==> src/rtl/gate_test_sequencer_pkg.sv <==
// Shared definitions for the gate test sequencer.
// - state_e : controller state encoding (binary, 2 bits)
// - TT_*    : truth tables for common 2-input gates. Bit i is the expected output
//             for input vector i.
package gate_test_sequencer_pkg;

  typedef enum logic [1:0] {
    StIdle  = 2'd0,
    StApply = 2'd1,
    StDone  = 2'd2
  } state_e;

  localparam logic [3:0] TT_AND2  = 4'b1000;
  localparam logic [3:0] TT_OR2   = 4'b1110;
  localparam logic [3:0] TT_XOR2  = 4'b0110;
  localparam logic [3:0] TT_NAND2 = 4'b0111;

endpackage

==> src/rtl/gate_test_sequencer_if.sv <==
// Bundle of the control, stimulus and result signals of the gate test sequencer.
// master : bench or board side. Drives start, abort and gate_s; observes the results.
// slave  : sequencer side.
interface gate_test_sequencer_if #(
  parameter int unsigned N_INPUTS = 2
) ();

  logic                start;
  logic                abort;
  logic                gate_s;
  logic [N_INPUTS-1:0] vec_out;
  logic                busy;
  logic                done;
  logic                pass;
  logic [N_INPUTS:0]   err_count;
  logic [N_INPUTS-1:0] fail_vec;
  logic                fail_valid;

  modport master (
    output start, abort, gate_s,
    input  vec_out, busy, done, pass, err_count, fail_vec, fail_valid
  );

  modport slave (
    input  start, abort, gate_s,
    output vec_out, busy, done, pass, err_count, fail_vec, fail_valid
  );

endinterface

==> src/rtl/gate_test_sequencer_hold_timer.sv <==
// Counts the cycles that a stimulus vector has been held.
// Ports:
//   clk, rst_n : clock and asynchronous active-low reset
//   clr        : synchronous clear to 0. Takes priority over en.
//   en         : count. Wraps to 0 after HOLD_CYCLES-1.
//   last       : combinational. High when count == HOLD_CYCLES-1.
module gate_test_sequencer_hold_timer #(
  parameter int unsigned HOLD_CYCLES = 4
) (
  input  logic clk,
  input  logic rst_n,
  input  logic clr,
  input  logic en,
  output logic last
);

  // Keep at least one bit so that HOLD_CYCLES == 1 still builds.
  localparam int unsigned CntW = (HOLD_CYCLES > 1) ? $clog2(HOLD_CYCLES) : 1;
  localparam logic [CntW-1:0] CntLast = CntW'(HOLD_CYCLES - 1);

  logic [CntW-1:0] cnt_q;

  assign last = (cnt_q == CntLast);

  always_ff @(posedge clk or negedge rst_n) begin
    if (!rst_n) begin
      cnt_q <= '0;
    end else if (clr) begin
      cnt_q <= '0;
    end else if (en) begin
      cnt_q <= last ? '0 : cnt_q + CntW'(1);
    end
  end

endmodule

==> src/rtl/gate_test_sequencer.sv <==
// Self-checking stimulus controller for one combinational gate under test.
// A start drives every input vector in ascending order. Each vector is held for
// HOLD_CYCLES clocks, then gate_s is compared against EXPECTED[vector]. The run
// result is reported when the run completes.
// Ports:
//   clk, rst_n : clock and asynchronous active-low reset
//   bus        : slave modport
//     start, abort, gate_s                  : inputs
//     vec_out, busy, done, pass, err_count,
//     fail_vec, fail_valid                  : registered outputs
module gate_test_sequencer
  import gate_test_sequencer_pkg::*;
#(
  parameter int unsigned            N_INPUTS    = 2,
  parameter int unsigned            HOLD_CYCLES = 4,
  parameter logic [2**N_INPUTS-1:0] EXPECTED    = TT_AND2
) (
  input logic                  clk,
  input logic                  rst_n,
  gate_test_sequencer_if.slave bus
);

  localparam logic [N_INPUTS-1:0] VecMax = '1;

  state_e              state_q;
  logic [N_INPUTS-1:0] vec_q;
  logic                busy_q;
  logic                done_q;
  logic                pass_q;
  logic [N_INPUTS:0]   err_q;
  logic [N_INPUTS-1:0] fail_vec_q;
  logic                fail_valid_q;

  logic hold_last;
  logic mismatch;

  // The counter is cleared outside APPLY and on abort, so every run starts
  // from a full hold period.
  gate_test_sequencer_hold_timer #(
    .HOLD_CYCLES (HOLD_CYCLES)
  ) u_hold_timer (
    .clk   (clk),
    .rst_n (rst_n),
    .clr   ((state_q != StApply) || bus.abort),
    .en    (state_q == StApply),
    .last  (hold_last)
  );

  assign mismatch = (bus.gate_s != EXPECTED[vec_q]);

  always_ff @(posedge clk or negedge rst_n) begin
    if (!rst_n) begin
      state_q      <= StIdle;
      vec_q        <= '0;
      busy_q       <= 1'b0;
      done_q       <= 1'b0;
      pass_q       <= 1'b0;
      err_q        <= '0;
      fail_vec_q   <= '0;
      fail_valid_q <= 1'b0;
    end else begin
      done_q <= 1'b0;
      unique case (state_q)
        StIdle: begin
          vec_q <= '0;
          if (bus.start) begin
            state_q      <= StApply;
            busy_q       <= 1'b1;
            pass_q       <= 1'b0;
            err_q        <= '0;
            fail_vec_q   <= '0;
            fail_valid_q <= 1'b0;
          end
        end
        StApply: begin
          if (bus.abort) begin
            // Partial error results stay visible. No compare happens on this edge.
            state_q <= StIdle;
            busy_q  <= 1'b0;
            vec_q   <= '0;
          end else if (hold_last) begin
            if (mismatch) begin
              err_q <= err_q + (N_INPUTS+1)'(1);
              if (!fail_valid_q) begin
                fail_vec_q   <= vec_q;
                fail_valid_q <= 1'b1;
              end
            end
            if (vec_q == VecMax) begin
              state_q <= StDone;
              busy_q  <= 1'b0;
              done_q  <= 1'b1;
              // Fold in the last compare so that pass is valid with done.
              pass_q  <= (err_q == '0) && !mismatch;
            end else begin
              vec_q <= vec_q + N_INPUTS'(1);
            end
          end
        end
        StDone: begin
          state_q <= StIdle;
          vec_q   <= '0;
        end
        default: state_q <= StIdle;
      endcase
    end
  end

  assign bus.vec_out    = vec_q;
  assign bus.busy       = busy_q;
  assign bus.done       = done_q;
  assign bus.pass       = pass_q;
  assign bus.err_count  = err_q;
  assign bus.fail_vec   = fail_vec_q;
  assign bus.fail_valid = fail_valid_q;

endmodule

==> src/flat_wrapper.sv <==
// flat-port wrapper written by rule: the top's interface ports become plain ports
module gate_test_sequencer_flat import gate_test_sequencer_pkg::*;
#(
  parameter int unsigned            N_INPUTS    = 2,
  parameter int unsigned            HOLD_CYCLES = 4,
  parameter logic [2**N_INPUTS-1:0] EXPECTED    = TT_AND2
)
  (clk, rst_n, bus_start, bus_abort, bus_gate_s, bus_vec_out, bus_busy, bus_done, bus_pass, bus_err_count, bus_fail_vec, bus_fail_valid);
  gate_test_sequencer_if #(.N_INPUTS(N_INPUTS)) bus_i ();
  input logic clk;
  input logic rst_n;
  input wire logic [$bits(bus_i.start)-1:0] bus_start;
  input wire logic [$bits(bus_i.abort)-1:0] bus_abort;
  input wire logic [$bits(bus_i.gate_s)-1:0] bus_gate_s;
  output wire logic [$bits(bus_i.vec_out)-1:0] bus_vec_out;
  output wire logic [$bits(bus_i.busy)-1:0] bus_busy;
  output wire logic [$bits(bus_i.done)-1:0] bus_done;
  output wire logic [$bits(bus_i.pass)-1:0] bus_pass;
  output wire logic [$bits(bus_i.err_count)-1:0] bus_err_count;
  output wire logic [$bits(bus_i.fail_vec)-1:0] bus_fail_vec;
  output wire logic [$bits(bus_i.fail_valid)-1:0] bus_fail_valid;
  assign bus_i.start = bus_start;
  assign bus_i.abort = bus_abort;
  assign bus_i.gate_s = bus_gate_s;
  assign bus_vec_out = bus_i.vec_out;
  assign bus_busy = bus_i.busy;
  assign bus_done = bus_i.done;
  assign bus_pass = bus_i.pass;
  assign bus_err_count = bus_i.err_count;
  assign bus_fail_vec = bus_i.fail_vec;
  assign bus_fail_valid = bus_i.fail_valid;
  gate_test_sequencer #(.N_INPUTS(N_INPUTS), .HOLD_CYCLES(HOLD_CYCLES), .EXPECTED(EXPECTED)) u_core (.clk(clk), .rst_n(rst_n), .bus(bus_i));
endmodule
==> config.mk <==
export PLATFORM = sky130hd
export DESIGN_NAME = gate_test_sequencer_flat
export DESIGN_NICKNAME = d
export VERILOG_FILES = /design/src/rtl/gate_test_sequencer_pkg.sv /design/src/rtl/gate_test_sequencer_if.sv /design/src/rtl/gate_test_sequencer_hold_timer.sv /design/src/rtl/gate_test_sequencer.sv /design/src/flat_wrapper.sv
export SDC_FILE = /design/constraint.sdc
export NUM_CORES = 1
export LEC_CHECK = 0
export CAP_MARGIN = 5
export CORE_MARGIN = 2
export CORE_UTILIZATION = 40
export CTS_BUF_LIST = sky130_fd_sc_hd__clkbuf_16
export CTS_CLUSTER_DIAMETER = 30
export DETAILED_ROUTE_END_ITERATION = 10
export DONT_BUFFER_PORTS = 1
export HOLD_SLACK_MARGIN = 0.1
export PLACE_DENSITY = 0.56
export SYNTH_ARGS = -nofsm -noshare
export SYNTH_HDL_FRONTEND = slang
export SYNTH_SLANG_ARGS = --single-unit
==> constraint.sdc <==
create_clock -name clk -period 1.87 [get_ports clk]
set_input_delay 0.374 -clock clk [delete_from_list [all_inputs] [get_ports clk]]
set_output_delay 0.374 -clock clk [all_outputs]
set_load 0.05 [all_outputs]
==> out/results.ini <==
[status]
status = finished clean

[logic_synthesis]
synthDominantCellAreaShare_pct = 46.4
synth_edf_count = 0
synth_seq_area_share_pct = 46.4
synth_cell_type_count = 34
synthCells = 83
ys_warn_count = 0
yosys.area.top_type = dfrtp_1
synth_area_leaders = dfrtp_1 46%, ha_1 6.2%, nand2_1 4.6%
syn_nets = 92
synth_area_um2 = 808
synth.most_common_cell = dfrtp_1
synth_ff_type = dfrtp_1
synth-async-reset-ratio_pct = 100
ys_seq_elements = 15
syn_area_per_cell_um2 = 9.74
yosys-top-cells-count = 15 x dfrtp_1, 10 x nand2_1, 5 x a21oi_1, 5 x o21ai_0

[global_route]
grt_pass1_wl_um = 2860
grt.total_usage_pct = 16.1
grt_max_degree = 16
gr-total-overflow = 0
antenna_found_initial = 0
grt_pass1_vias = 634

[placement]
place.gp.congestion = 0.789
portBuffers = 0
dp_hpwl_um = 1170

[floorplanning]
ios = 16
initial_utilization_pct = 41.6
die_width_um = 49.0
core_um2 = 1940
fp-row-count = 16
dieHeight_um = 49.0
dieArea_um2 = 2400

[routing]
vias_per_cell = 5.16
antenna_left = 0
vias = 604
drc = 0
routed_wirelength_um = 1550
drt-initial-drc-count = 6
wl_per_cell_um = 13.3
drt-pass1-iter-count = 3

[worst_setup_path]
worst_setup_path_end_kind = flip-flop
crit_type = reg -> reg
critPathMaxStageDelay_ps = 370
cp_cell_sequence = ha_1 -> and3b_1 -> o21ai_2 -> nor3_1 -> mux2_2
slowest_stage = dfrtp_1
cp.arrival_ps = 1730
crit_path_start_kind = flip-flop
cp_max_fo = 8
critPathRequiredTime_ps = 2000
reg2reg_depth = 5

[finish]
nets = 100
drive_gt1_share_pct = 17.8
synthToLayoutAreaGrowth_pct = 17.3
postLayoutCoreUtil_pct = 48.8
num_antenna_cells = 0

[sta]
tightest_slew_ps = 710
finalSetupViolations = 0
maxSlewHeadroom_pct = 52.5
whs_ps = 194
fin_skew_ps = 1.43
rsz0062_at_grt = false
final-hold-violation-count = 0
fin_crit_sh_pct = 85.5
slew_viol_final = 0
fin_crit_ps = 1600
max_freq_ghz = 0.626
fin_setup_tns_ps = 0

[clock_tree]
ctsHoldBuffers = 1
cts_tree = done
worstSkewPairLatency_ps = 250
clockRootBuffer = clkbuf_16
cts_max_path_buffers = 2
path_clk_slew_ps = 50
htreeDepth = 1
cts_buffers = 3
cts_setup_buffers = 0
clock_sink_count = 15
cts_resized = 0

[power_and_ir_drop]
netSwitchingPower_mw = 0.374
power.share.clock_pct = 37.3
fin_total_pwr_mw = 1.10
p_comb_share_pct = 19.4
power_frac_seq_pct = 43.4
irDropWorstVdd_uv = 656
powerDensity_nw_per_um2 = 1160
p_leak_nw = 0.427
p_sw_share_pct = 33.9
power.internal_mw = 0.731

[worst_hold_path]
hold_path.class = in -> reg
holdPathStages = 1

[job]
cap_violations = 0

-- path summary, 6_finish.rpt --
path	startpoint	endpoint	slack, ps
max	u_core.u_hold_timer.cnt_q[0]	u_core.bus.err_count[0]	270
min	bus_abort	u_core.u_hold_timer.cnt_q[1]	190
max reg2reg	u_core.u_hold_timer.cnt_q[0]	u_core.bus.err_count[0]	270
min reg2reg	u_core.u_hold_timer.cnt_q[0]	u_core.u_hold_timer.cnt_q[0]	440
max in group asynchronous	rst_n	u_core.bus.vec_out[1]	800
min in group asynchronous	rst_n	u_core.bus.err_count[1]	620
-- power groups by stage --
stage / Combinational (mW) / Sequential [mW] / Clock (mW)
floorplan: 0.113 / 0.526 / 0
global placement: 0.204 / 0.485 / 0
detailed placement: 0.207 / 0.487 / 0
CTS: 0.216 / 0.481 / 0.425
global route: 0.239 / 0.487 / 0.444
finish: 0.214 / 0.479 / 0.412
-- metrics by stage --
step                      std cells  instance area [um2]  setup slack (ps)
final                           117                  948               272
after global routing            117                  948               135
after CTS                       117                  948               252
after detailed placement        112                  860               266
after global placement          112                  860               325
after floorplan                  83                  808              56.7
-- cells by family after synthesis --
logic type               share of synthesized area [%]
AO/OA/AOI/OAI                                     14.4
XOR/XNOR                                          2.17
adder cells (fa/ha/maj)                           6.19
buffers and inverters                             5.26
flip-flops                                        46.4
multiplexers                                      1.39
AND/OR/NAND/NOR                                   24.2
-- critical path, delay by kind of cell, from the launching register on --
family	cells	cell delay (ps)
flops	1	370
simple gates	2	310
mux	1	280
fa+ha+maj	1	270
compound gates	1	260
-- flip-flops by register name (all words and copies together), names as in the netlist --
name and cells:
u_core.bus.busy 1, u_core.bus.done 1, u_core.bus.err_count 3, u_core.bus.fail_valid 1, u_core.bus.fail_vec 2, u_core.bus.pass 1
u_core.bus.vec_out 2, u_core.state_q 2, u_core.u_hold_timer.cnt_q 2
-- layout make-up --
type,instances,area [um2]
fill,184,993
multi-input combinational,60,390
sequential,15,375
clock buffer,3,75.1
timing repair buffer,7,55.1
tap,27,33.8
inverter,4,15.0
clock inverter,1,3.75
-- placed cells by master (no fill, tap or decap), types with 2 or more instances in the layout --
cell type  instances
or4_1              2
ha_1               4
nand2b_1           3
nor2_1             2
nand3_1            4
a21oi_1            5
buf_4              6
o211ai_1           2
o21ai_0            5
a31oi_1            2
nand2_1           10
and2b_2            3
nor3_1             3
clkbuf_16          3
dfrtp_1           15
inv_1              4
-- metal layers --
| layer | share of wire [%] | up-vias | global-route usage [%] | wire length, um |
|---|---|---|---|---|
| li1 | - | 307 | - | - |
| met1 | 48 | 273 | 19.4 | 742 |
| met2 | 42 | 15 | 23.1 | 651 |
| met3 | 4.8 | 9 | 4.29 | 74 |
| met4 | 5.3 | 0 | 15.2 | 82 |
| met5 | 0 | - | 0 | 0 |
Note: power is estimated with default switching activity, not from simulation.
